### src/rtl/spi_nor_pkg.sv
// Shared constants and state encoding for the SPI-NOR bit-serial shifter.
package spi_nor_pkg;

  localparam logic [7:0] OP_READ    = 8'h03;
  localparam logic [7:0] OP_WRITE   = 8'h02;
  localparam int         FRAME_BITS = 64;

  typedef enum logic [1:0] {
    IDLE  = 2'd0,
    SETUP = 2'd1,
    SHIFT = 2'd2,
    HOLD  = 2'd3
  } state_t;

  // Flash opcode for a command direction.
  function automatic logic [7:0] opcode_for(input logic write);
    return write ? OP_WRITE : OP_READ;
  endfunction

endpackage

### src/rtl/spi_clk_gen.sv
// Half-period divider and s_clk register. The divider free-runs outside IDLE so
// the FSM can time SETUP and HOLD with it; s_clk only toggles while en is high.
module spi_clk_gen #(
  parameter int   CLK_DIV = 2,
  parameter logic CPOL    = 1'b0
) (
  input  logic p_clk,
  input  logic p_rst,
  input  logic clr,
  input  logic en,
  output logic tc,
  output logic rise_stb,
  output logic fall_stb,
  output logic s_clk
);

  localparam int               CNT_W    = $clog2(CLK_DIV + 1);
  localparam logic [CNT_W-1:0] CNT_LAST = CNT_W'(CLK_DIV - 1);

  logic [CNT_W-1:0] div_cnt;

  assign tc       = (div_cnt == CNT_LAST);
  assign rise_stb = en && tc && !s_clk;
  assign fall_stb = en && tc &&  s_clk;

  // Divider: held at zero in IDLE, wraps at terminal count so every state starts at zero.
  always_ff @(posedge p_clk) begin
    if (p_rst || clr) begin
      div_cnt <= '0;
    end else if (tc) begin
      div_cnt <= '0;
    end else begin
      div_cnt <= div_cnt + CNT_W'(1);
    end
  end

  // SPI clock: parked at CPOL, toggles on each terminal count while enabled.
  always_ff @(posedge p_clk) begin
    if (p_rst || clr) begin
      s_clk <= CPOL;
    end else if (en && tc) begin
      s_clk <= ~s_clk;
    end
  end

endmodule

### src/rtl/spi_nor_shifter.sv
// Bit-serial SPI-NOR engine: frames one opcode/address/data command as an
// MSB-first transaction, drives the pins and returns the sampled read word.
module spi_nor_shifter
  import spi_nor_pkg::*;
#(
  parameter int   CLK_DIV  = 2,
  parameter logic CPOL     = 1'b0,
  parameter int   LINEWIDE = 32
) (
  input  logic                p_clk,
  input  logic                p_rst,
  input  logic                cmd_valid,
  output logic                cmd_ready,
  input  logic                cmd_write,
  input  logic [23:0]         cmd_addr,
  input  logic [LINEWIDE-1:0] cmd_wdata,
  output logic                rsp_valid,
  output logic [LINEWIDE-1:0] rsp_rdata,
  output logic                busy,
  output logic                s_clk,
  output logic                s_css,
  output logic                s_mosi,
  input  logic                s_miso
);

  localparam int               FRAME_W  = 8 + 24 + LINEWIDE;
  localparam int               TOGGLES  = 2 * FRAME_W;
  localparam int               TOG_W    = $clog2(TOGGLES);
  localparam logic [TOG_W-1:0] TOG_LAST = TOG_W'(TOGGLES - 1);

  state_t              state;
  logic [FRAME_W-1:0]  frame_sr;
  logic [FRAME_W-1:0]  frame_ld;
  logic [LINEWIDE-1:0] rd_sr;
  logic [TOG_W-1:0]    tog_cnt;
  logic                is_write;
  logic                seen_rise;
  logic                accept;
  logic                shift_out;
  logic                tc;
  logic                rise_stb;
  logic                fall_stb;

  assign cmd_ready = (state == IDLE);
  assign busy      = (state != IDLE);
  assign accept    = cmd_valid && cmd_ready;
  assign frame_ld  = {opcode_for(cmd_write), cmd_addr, cmd_wdata & {LINEWIDE{cmd_write}}};
  // Mode 3 opens with a falling toggle before any sample; that one must not shift.
  assign shift_out = fall_stb && seen_rise;

  spi_clk_gen #(
    .CLK_DIV (CLK_DIV),
    .CPOL    (CPOL)
  ) u_clk_gen (
    .p_clk    (p_clk),
    .p_rst    (p_rst),
    .clr      (state == IDLE),
    .en       (state == SHIFT),
    .tc       (tc),
    .rise_stb (rise_stb),
    .fall_stb (fall_stb),
    .s_clk    (s_clk)
  );

  // Transaction FSM with registered pin and response outputs.
  always_ff @(posedge p_clk) begin
    if (p_rst) begin
      state     <= IDLE;
      s_css     <= 1'b1;
      s_mosi    <= 1'b0;
      rsp_valid <= 1'b0;
      rsp_rdata <= '0;
      tog_cnt   <= '0;
      is_write  <= 1'b0;
      seen_rise <= 1'b0;
    end else begin
      rsp_valid <= 1'b0;
      case (state)
        IDLE: begin
          if (accept) begin
            state     <= SETUP;
            s_css     <= 1'b0;
            s_mosi    <= frame_ld[FRAME_W-1];
            is_write  <= cmd_write;
            tog_cnt   <= '0;
            seen_rise <= 1'b0;
          end
        end
        SETUP: begin
          if (tc) begin
            state <= SHIFT;
          end
        end
        SHIFT: begin
          if (rise_stb) begin
            seen_rise <= 1'b1;
          end
          if (shift_out) begin
            s_mosi <= frame_sr[FRAME_W-2];
          end
          if (rise_stb || fall_stb) begin
            tog_cnt <= tog_cnt + TOG_W'(1);
            if (tog_cnt == TOG_LAST) begin
              state <= HOLD;
            end
          end
        end
        HOLD: begin
          if (tc) begin
            state     <= IDLE;
            s_css     <= 1'b1;
            s_mosi    <= 1'b0;
            rsp_valid <= 1'b1;
            rsp_rdata <= is_write ? '0 : rd_sr;
          end
        end
      endcase
    end
  end

  // Frame and read shift registers: load on accept, move on the s_clk strobes.
  always_ff @(posedge p_clk) begin
    if (accept) begin
      frame_sr <= frame_ld;
    end else if (shift_out) begin
      frame_sr <= {frame_sr[FRAME_W-2:0], 1'b0};
    end
    if (rise_stb) begin
      rd_sr <= {rd_sr[LINEWIDE-2:0], s_miso};
    end
  end

endmodule

### config.mk
export PLATFORM = sky130hd
export DESIGN_NAME = spi_nor_shifter
export DESIGN_NICKNAME = d
export VERILOG_FILES = /design/src/rtl/spi_nor_pkg.sv /design/src/rtl/spi_clk_gen.sv /design/src/rtl/spi_nor_shifter.sv
export SDC_FILE = /design/constraint.sdc
export NUM_CORES = 1
export LEC_CHECK = 0
export CAP_MARGIN = 20
export CORE_UTILIZATION = 50
export CTS_CLUSTER_DIAMETER = 200
export DETAILED_ROUTE_END_ITERATION = 6
export PLACE_DENSITY = 0.74
export SLEW_MARGIN = 10
export SYNTH_ARGS = -nofsm -noshare
export SYNTH_HDL_FRONTEND = slang
export SYNTH_SLANG_ARGS = --single-unit
### constraint.sdc
create_clock -name p_clk -period 7.5 [get_ports p_clk]
set_input_delay 1.875 -clock p_clk [delete_from_list [all_inputs] [get_ports p_clk]]
set_output_delay 1.875 -clock p_clk [all_outputs]
set_load 0.02 [all_outputs]
==> results of run 1 <==
## flip-flops by register name (all words and copies together), names as in the netlist
name / flops
is_write: 1
frame_sr: 63
s_mosi: 1
s_css: 1
rd_sr: 32
rsp_valid: 1
rsp_rdata: 32
state: 2
tog_cnt: 7
u_clk_gen.s_clk: 1
seen_rise: 1
u_clk_gen.div_cnt: 2
## critical path: stages (launching register included)
cell	delay, ns
dfxtp_1	0.33
inv_1	0.11
ha_1	0.48
clkdlybuf4s50_1	0.70
## metal layers
metal / vias to the layer above / track usage, % / wire (µm)
met5: - / 0 / 0
met4: 0 / 8.32 / 108
met3: 10 / 5.70 / 392
met2: 73 / 29.7 / 4790
met1: 1682 / 24.7 / 4730
li1: 1700 / - / -
## layout make-up
type	instances	area [µm²]
clock buffers	19	432
multi-input cells	238	1520
inverters	5	18.8
well taps	136	170
clock inverters	13	114
fillers	808	3340
flip-flops and latches	144	3830
repair buffers	104	1030
## per-stage QoR
step                hold WS (ns)  total power [mW]  util [%]
detailed placement         0.423              1.58      62.7
finish                     0.429              2.33      68.1
CTS                        0.433              2.35      68.0
global route               0.454              2.45      68.1
floorplan                  0.406              1.45         -
global placement           0.416              1.56      62.7
## power groups by stage
stage | Sequential, mW | Combinational, mW | Clock, mW
after global placement | 1.11 | 0.447 | 0
after detailed placement | 1.12 | 0.464 | 0
after CTS | 1.10 | 0.470 | 0.782
final | 1.10 | 0.464 | 0.767
after floorplan | 1.11 | 0.335 | 0
after global routing | 1.11 | 0.519 | 0.820
## how the worst max path moves through the flow
stage                                     end  slack [ns]  cells past startpoint
finish                              cmd_ready        3.49                      3
global route                        cmd_ready        3.37                      3
CTS                                 cmd_ready        3.46                      3
detailed placement     frame_sr[12]$_DFFE_PP_        3.39                      5
global placement       frame_sr[10]$_DFFE_PP_        3.45                      5
floorplan           frame_sr[0]$_SDFFCE_PN0P_        3.18                      4
## cell usage after synthesis (all sizes together), types with 2 or more instances
library cell | number | share of area (%)
edfxtp | 95 | 52
nand2 | 74 | 5.1
dfxtp | 49 | 18
o21ai | 37 | 3.4
a22o | 32 | 5.1
mux2 | 24 | 4.9
clkbuf | 20 | 1.4
nor2 | 9 | 0.62
a21oi | 7 | 0.64
and2 | 6 | 0.69
ha | 6 | 1.4
nor3 | 6 | 0.64
inv | 5 | 0.34
nor2b | 5 | 0.57
buf | 4 | 0.48
nand3 | 4 | 0.37
a211oi | 3 | 0.41
mux2i | 3 | 0.62
nor4 | 3 | 0.34
xnor2 | 3 | 0.48
nand2b | 2 | 0.23
o21a | 2 | 0.27
xor2 | 2 | 0.32
## logic make-up after synthesis
family / synth area share, %
multiplexers: 5.57
flip-flops: 70.2
AND/OR/NAND/NOR: 9.65
AO/OA/AOI/OAI: 10.2
adder cells (fa/ha/maj): 1.37
buffers and inverters: 2.20
XOR/XNOR: 0.802
==> impl_metrics.ini, run 1 <==
[placed_design]
placed_area_um2 = 6560
port_buffers = 98
dp_cells = 626
gp_congestion = 0.776
dp_hpwl_um = 6100
placement.setup.worst_slack_ns = 3.39

[detailed_routing]
detailed_router_s_first_iteration_violation_count = 164
drt_pass1_iterations = 5
route.detailed.vias_per_inst = 5.26
ant_nets = 0
vias = 3465
drt-wirelength-per-cell_um = 15.2
route.final.wire_length_um = 10000
drcViolationCount = 0

[final_layout]
most_frequent_cells_in_the_layout = clkdlybuf4s50_1 (98), edfxtp_1 (95), nand2_1 (72)
stdcell_count = 659
drive_gt1_share_pct = 13.0
final_area_um2 = 7120
mostFrequentLayoutCell = clkdlybuf4s50_1
antenna_cells_inserted = 0
areaGrowthSynthToFinish_pct = 30.5
design.final.nets = 577

[clock_tree]
cts_resized = 0
clock_sink_total = 144
clk_root_buffer_cell = clkbuf_8
h-tree-depth = 4
clock_path_buffers = 2
cts.clk_slew.worst_paths_ns = 0.06
tritoncts.num_buffers = 17
number_of_hold_repair_buffers_added_at_the_cts_stage = 0
post-cts-setup-buffer-count = 0
tritoncts = built
worstSkewPairLatency_ns = 0.52

[hold_path]
hold-path-endpoint = u_clk_gen.div_cnt[0]$_SDFF_PP0_
timing.hold.worst_path_depth = 1
hold_path_class = register to register
min-delay-start = u_clk_gen.div_cnt[0]$_SDFF_PP0_

[pwr]
power_density_nw_per_um2 = 327
power.switching_mw = 0.632
cell_internal_pwr_mw = 1.70
peakVddDrop_v = 0.000221
combinationalPowerShare_pct = 19.9
sequentialPowerShare_pct = 47.2
clock_power_share_pct = 32.9
swShare_pct = 27.1
lkg_pwr_nw = 2.56

[global_route]
track_usage_pct = 19.1
grt_pass1_wl_um = 16500
gr-total-overflow = 0
grt_antenna_before_repair = 0
first_global_vias = 3484
grt_start_max_net_pins = 100

[sta]
worst_clock_skew_ns = 0.00695
timing.final.ws_setup_ns = 3.49
hold_viol_final = 0
maxClockFrequency_ghz = 0.249
drv_slew = 0
fin_tns_setup_ns = 0
relSlewSlack_pct = 41.5
worstMarginPinSlew_ns = 0.878
grt_setup_unrepaired = false
timing.final.setup_violations = 0
min_period_ns = 4.01
min_period_over_period_pct = 53.5

[synth]
post_synth_instance_area_um2 = 5460
synth_async_sr_flop_share_pct = 0
yosys_warnings = 0
synth.net_count = 478
postSynthCellCount = 411
postSynthRegisterBits = 144
synth-seq-area-share_pct = 70.2
synth_edf_count = 95
synth_cell_types = 36
synth_flop_cell = edfxtp_1
mean_post_synth_cell_area_um2 = 13.3

[worst_setup_path]
endpoint_kind = output port
worst_setup_path_startpoint = state[1]$_SDFFE_PP0P_
worst_r2r_endpoint = frame_sr[3]$_DFFE_PP_
reg2reg_slack_ns = 4.93
r2r.worst_path.cells = 6
worst-endpoint-arrival_ns = 2.14
timing.critical_path.from_type = register
timing.critical_path.fanout_max = 11
reg_to_reg_start = state[1]$_SDFFE_PP0P_
worst-endpoint-required_ns = 5.62
worstSetupPathType = register to output port

[floorplan]
die_width_um = 107
initial_utilization_pct = 52.2
die_h_um = 107
placeableCoreArea_um2 = 10500
rows = 37
ioPinCount = 99
die_area_um2 = 11300

[outcome]
status = finished, final reports clean

[flow_run]
maxCapViolCount = 0
Power figures use the tool's default switching activity.
==> inputs of run 2 (changes only) <==
--- a/config.mk
+++ b/config.mk
@@ -6,10 +6,10 @@
 export NUM_CORES = 1
 export LEC_CHECK = 0
 export CAP_MARGIN = 20
-export CORE_UTILIZATION = 50
+export CORE_UTILIZATION = 47
 export CTS_CLUSTER_DIAMETER = 200
 export DETAILED_ROUTE_END_ITERATION = 6
-export PLACE_DENSITY = 0.74
+export PLACE_DENSITY = 0.73
 export SLEW_MARGIN = 10
 export SYNTH_ARGS = -nofsm -noshare
 export SYNTH_HDL_FRONTEND = slang
==> constraint.sdc (replaced) <==
create_clock -name p_clk -period 3.46 [get_ports p_clk]
set_input_delay 0.865 -clock p_clk [delete_from_list [all_inputs] [get_ports p_clk]]
set_output_delay 0.865 -clock p_clk [all_outputs]
set_load 0.02 [all_outputs]
==> run 2 against run 1 <==
Net effect: combinational power grew 120%; global-route usage fell by 0.73 points; cell area is 1.5% higher; clock skew is 0.0078 ns higher; routed wire length rose by 1.3%; non-clock buffer count increased by 4; hold slack better by 0.0094 ns; critical path type unchanged.
==> impl_metrics.ini, run 2 (same netlist as run 1, synthesis figures left out) <==
[outcome]
status = finished, final reports clean

[final_layout]
antenna_cells_inserted = 0
drive_gt1_share_pct = 14.0
top_regs = frame_sr (63), rd_sr (32), rsp_rdata (32)
multi_input_comb_area_um2 = 1520
areaGrowthSynthToFinish_pct = 32.5
most_frequent_cells_in_the_layout = clkdlybuf4s50_1 (98), edfxtp_1 (95), nand2_1 (72)
mostFrequentLayoutCell = clkdlybuf4s50_1
most_flops_register = frame_sr
ff_latch_area_um2 = 3830
num-fill-cells = 839
final_area_um2 = 7230
design.final.nets = 581
number_of_flip_flops_under_the_largest_register_name = 63
stdcell_count = 667

[floorplan]
placeableCoreArea_um2 = 11100
die_h_um = 110
initial_utilization_pct = 49.3
die_area_um2 = 12100
die_width_um = 110
ioPinCount = 99
rows = 38

[detailed_routing]
ant_nets = 0
detailed_router_s_first_iteration_violation_count = 209
drt-wirelength-per-cell_um = 15.2
drt_pass1_iterations = 4
vias = 3447
drcViolationCount = 0
route.final.wire_length_um = 10100
route.detailed.vias_per_inst = 5.17

[hold_path]
min-delay-start = u_clk_gen.div_cnt[0]$_SDFF_PP0_
timing.hold.worst_path_depth = 1
hold-path-endpoint = u_clk_gen.div_cnt[0]$_SDFF_PP0_
hold_path_class = register to register

[placed_design]
gp_congestion = 0.723
dp_hpwl_um = 6290
dp_cells = 635
placement.setup.worst_slack_ns = 0.745
port_buffers = 98
placed_area_um2 = 6620

[clock_tree]
tritoncts.num_buffers = 17
tritoncts = built
clock_path_buffers = 2
worstSkewPairLatency_ns = 0.42
post-cts-setup-buffer-count = 0
h-tree-depth = 4
clk_root_buffer_cell = clkbuf_16
number_of_hold_repair_buffers_added_at_the_cts_stage = 0
clock_sink_total = 144
cts.clk_slew.worst_paths_ns = 0.06
cts_resized = 0

[sta]
timing.final.ws_setup_ns = 0.562
timing.final.setup_violations = 0
worst_clock_skew_ns = 0.0147
fin_tns_setup_ns = 0
min_period_over_period_pct = 83.8
grt_setup_unrepaired = false
relSlewSlack_pct = 64.6
hold_viol_final = 0
maxClockFrequency_ghz = 0.345
drv_slew = 0
worstMarginPinSlew_ns = 0.526
min_period_ns = 2.90

[global_route]
track_usage_pct = 18.3
gr-total-overflow = 0
grt_start_max_net_pins = 64
first_global_vias = 3395
grt_antenna_before_repair = 0
grt_pass1_wl_um = 16400

[worst_setup_path]
worst-endpoint-arrival_ns = 2.03
r2r.worst_path.cells = 5
timing.critical_path.slowest_cell_delay_ns = 0.70
reg2reg_slack_ns = 1.28
crit_path_top_delay_cell = clkdlybuf4s50_1
worst-endpoint-required_ns = 2.59
timing.critical_path.fanout_max = 11
worst_path_dominant_cell_family = buffers and inverters
timing.critical_path.from_type = register
endpoint_kind = output port
critical_path.cell_chain = inv_1, ha_1, clkdlybuf4s50_1
reg_to_reg_start = state[0]$_SDFFE_PP0P_
worst_r2r_endpoint = frame_sr[53]$_DFFE_PP_
critical_path_buf_inv_count = 2
worstSetupPathType = register to output port

[pwr]
peakVddDrop_v = 0.000586
lkg_pwr_nw = 2.62
power_density_nw_per_um2 = 736

[flow_run]
maxCapViolCount = 0
==> run 2: cell count changes in the layout (fill, tap and decap cells not counted), sizes merged <==
cell,delta
inv,+9
clkinv,-6
buf,+4
clkbuf,-2
clkinvlp,-3
bufinv,+2
==> run 2: worst max-delay path by stage <==
stage,cells past startpoint,slack (ns),startpoint,to
floorplan,7,0.12,state[0]$_SDFFE_PP0P_,frame_sr[0]$_SDFFCE_PN0P_
global placement,4,0.81,cmd_valid,frame_sr[54]$_DFFE_PP_
detailed placement,4,0.74,cmd_valid,frame_sr[42]$_DFFE_PP_
CTS,3,0.55,state[0]$_SDFFE_PP0P_,cmd_ready
global route,3,0.46,state[1]$_SDFFE_PP0P_,cmd_ready
finish,3,0.56,state[0]$_SDFFE_PP0P_,cmd_ready
==> run 2: cell type report <==
cell class | instances | area share [%]
Sequential cell | 144 | 53.0
Tap cell | 140 | 2.42
Clock buffer | 17 | 5.88
Timing Repair Buffer | 108 | 14.8
Clock inverter | 15 | 2.63
Inverter | 5 | 0.259
Multi-Input combinational cell | 238 | 21.0
==> run 2: through the flow <==
stage          utilization (%)  power [mW]  hold WS, ns
2_1_floorplan                -        3.13        0.406
3_3_place_gp              59.7        3.41        0.415
3_5_place_dp              59.7        3.46        0.427
4_1_cts                   65.3        5.38        0.435
5_1_grt                   65.3        5.57        0.438
6_report                  65.3        5.33        0.439
==> run 2: layer usage <==
layer | vias up | GRT usage, % | wire, µm
met2 | 66 | 28.4 | 4930
met1 | 1659 | 23.2 | 4670
met3 | 10 | 5.87 | 391
li1 | 1712 | - | -
met4 | 0 | 8.67 | 157
met5 | - | 0 | 0
==> run 2: where the power goes <==
part | leakage (nW) | switching (mW) | total, mW | internal (mW)
sequential | 1.29 | 0.0889 | 2.37 | 2.29
clock | 0.306 | 0.753 | 1.91 | 1.16
combinational | 1.03 | 0.595 | 1.04 | 0.446
total | 2.62 | 1.44 | 5.33 | 3.89
==> inputs of run 3 (changes only) <==
==> constraint.sdc (replaced) <==
create_clock -name p_clk -period 2.3 [get_ports p_clk]
set_input_delay 0.575 -clock p_clk [delete_from_list [all_inputs] [get_ports p_clk]]
set_output_delay 0.575 -clock p_clk [all_outputs]
set_load 0.02 [all_outputs]
==> run 3 against run 2 <==
Net effect: via count increased by 1.2%; die area unchanged; power increased by 52%; hold slack got worse by 0.0087 ns; first-iteration DRC count increased by 31%; non-clock buffer count increased by 6; critical path depth increased by 1; final cell count increased by 0.90%; critical path type unchanged; largest cell class unchanged.
==> impl_metrics.ini, run 3 (same netlist as run 1, synthesis figures left out) <==
[final_layout]
top_regs = frame_sr (63), rd_sr (32), rsp_rdata (32)
design.final.nets = 587
number_of_flip_flops_under_the_largest_register_name = 63
mostFrequentLayoutCell = clkdlybuf4s50_1
most_flops_register = frame_sr
finish.utilization_pct = 66.5
most_frequent_cells_in_the_layout = clkdlybuf4s50_1 (96), edfxtp_1 (95), nand2_1 (72)
multi_input_comb_area_um2 = 1540
areaGrowthSynthToFinish_pct = 34.9
antenna_cells_inserted = 0
num-fill-cells = 835
ff_latch_area_um2 = 3830
drive_gt1_share_pct = 15.4

[worst_setup_path]
timing.critical_path.from_type = register
endpoint_kind = output port
worstSetupPathType = register to output port
worst-endpoint-required_ns = 1.73
worst-endpoint-arrival_ns = 1.56
timing.critical_path.fanout_max = 7

[sta]
relSlewSlack_pct = 67.1
grt_setup_unrepaired = false
timing.final.setup_violations = 0
min_period_ns = 2.14
worst_clock_skew_ns = 0.00757
drv_slew = 0
worstMarginPinSlew_ns = 0.493
hold_viol_final = 0
maxClockFrequency_ghz = 0.468
min_period_over_period_pct = 92.9
timing.final.ws_setup_ns = 0.164
fin_tns_setup_ns = 0

[flow_run]
maxCapViolCount = 0

[global_route]
grt_start_max_net_pins = 48
grt_pass1_wl_um = 16600
first_global_vias = 3441
grt_antenna_before_repair = 0
gr-total-overflow = 0
track_usage_pct = 18.8

[detailed_routing]
route.final.wire_length_um = 10400
drcViolationCount = 0
ant_nets = 0
drt_pass1_iterations = 4
detailed_router_s_first_iteration_violation_count = 274
drt-wirelength-per-cell_um = 15.4
vias = 3489
route.detailed.vias_per_inst = 5.18

[clock_tree]
clock_sink_total = 144
clk_root_buffer_cell = clkbuf_16
tritoncts.num_buffers = 17
worstSkewPairLatency_ns = 0.42
h-tree-depth = 4
tritoncts = built
clock_path_buffers = 2
cts.clk_slew.worst_paths_ns = 0.06
number_of_hold_repair_buffers_added_at_the_cts_stage = 0

[placed_design]
port_buffers = 98
gp_congestion = 0.746
dp_hpwl_um = 6630
placement.setup.worst_slack_ns = 0.108

[pwr]
peakVddDrop_v = 0.000661
power_density_nw_per_um2 = 1100
lkg_pwr_nw = 2.68

[floorplan]
die_area_um2 = 12100
die_width_um = 110
die_h_um = 110
placeableCoreArea_um2 = 11100
initial_utilization_pct = 49.3
ioPinCount = 99
rows = 38

[outcome]
status = finished, final reports clean

[hold_path]
hold_path_class = register to register
[run 3: changes by cell type in the layout (fill, tap and decap cells not counted), moves of 2 or more]
cell,change
clkinv_4,+2
nand2_2,-2
dlygate4sd2_1,+2
buf_12,+6
clkinv_2,+2
clkdlybuf4s50_1,-2
inv_6,-4
[run 3: final cells by class]
class / instances / area share, %
Sequential cell: 144 / 52.0
Timing Repair Buffer: 114 / 16.1
Multi-Input combinational cell: 238 / 21.0
Clock inverter: 13 / 1.97
Inverter: 5 / 0.255
Tap cell: 140 / 2.38
Clock buffer: 19 / 6.30
[run 3: metal layers]
metal / GRT usage (%) / vias up / part of all wire (%) / wire length, µm
li1: - / 1720 / - / -
met1: 23.2 / 1674 / 45 / 4620
met2: 29.7 / 80 / 49 / 5130
met3: 6.46 / 15 / 4.5 / 466
met4: 8.57 / 0 / 1.6 / 163
met5: 0 / - / 0 / 0
[run 3: stage by stage]
| step | power [mW] | hold slack, ns | cells | cell area [µm²] |
|---|---|---|---|---|
| 4_1_cts | 8.18 | 0.434 | 673 | 7370 |
| 5_1_grt | 8.50 | 0.460 | 673 | 7370 |
| 2_1_floorplan | 4.71 | 0.406 | 411 | 5480 |
| 6_report | 8.10 | 0.430 | 673 | 7370 |
| 3_5_place_dp | 5.38 | 0.429 | 641 | 6760 |
| 3_3_place_gp | 5.31 | 0.416 | 641 | 6760 |
[run 3: repair_timing]
item | in CTS | in global routing
setup endpoints to repair | 2 | 0
setup buffers | 0 | 0
resized for setup | 3 | 0
[run 3: report_power, final]
part           switching [mW]  internal, mW  total [mW]
clock network            1.08          1.71        2.79
registers               0.140          3.44        3.58
logic                   0.933         0.797        1.73
[run 3: path summary, 6_finish.rpt]
kind	from	end	slack, ns	cells after the start
setup / recovery	state[0]$_SDFFE_PP0P_	busy	0.16	4
hold / removal	u_clk_gen.div_cnt[0]$_SDFF_PP0_	u_clk_gen.div_cnt[0]$_SDFF_PP0_	0.43	1
setup reg to reg	state[0]$_SDFFE_PP0P_	frame_sr[58]$_SDFFCE_PP0P_	0.25	5
hold reg to reg	u_clk_gen.div_cnt[0]$_SDFF_PP0_	u_clk_gen.div_cnt[0]$_SDFF_PP0_	0.43	1
[run 3: worst max-delay path, cell delays in order (launching register included)]
cell	delay [ns]
dfxtp_1	0.39
inv_1	0.09
ha_2	0.25
inv_1	0.08
dlygate4sd2_1	0.34
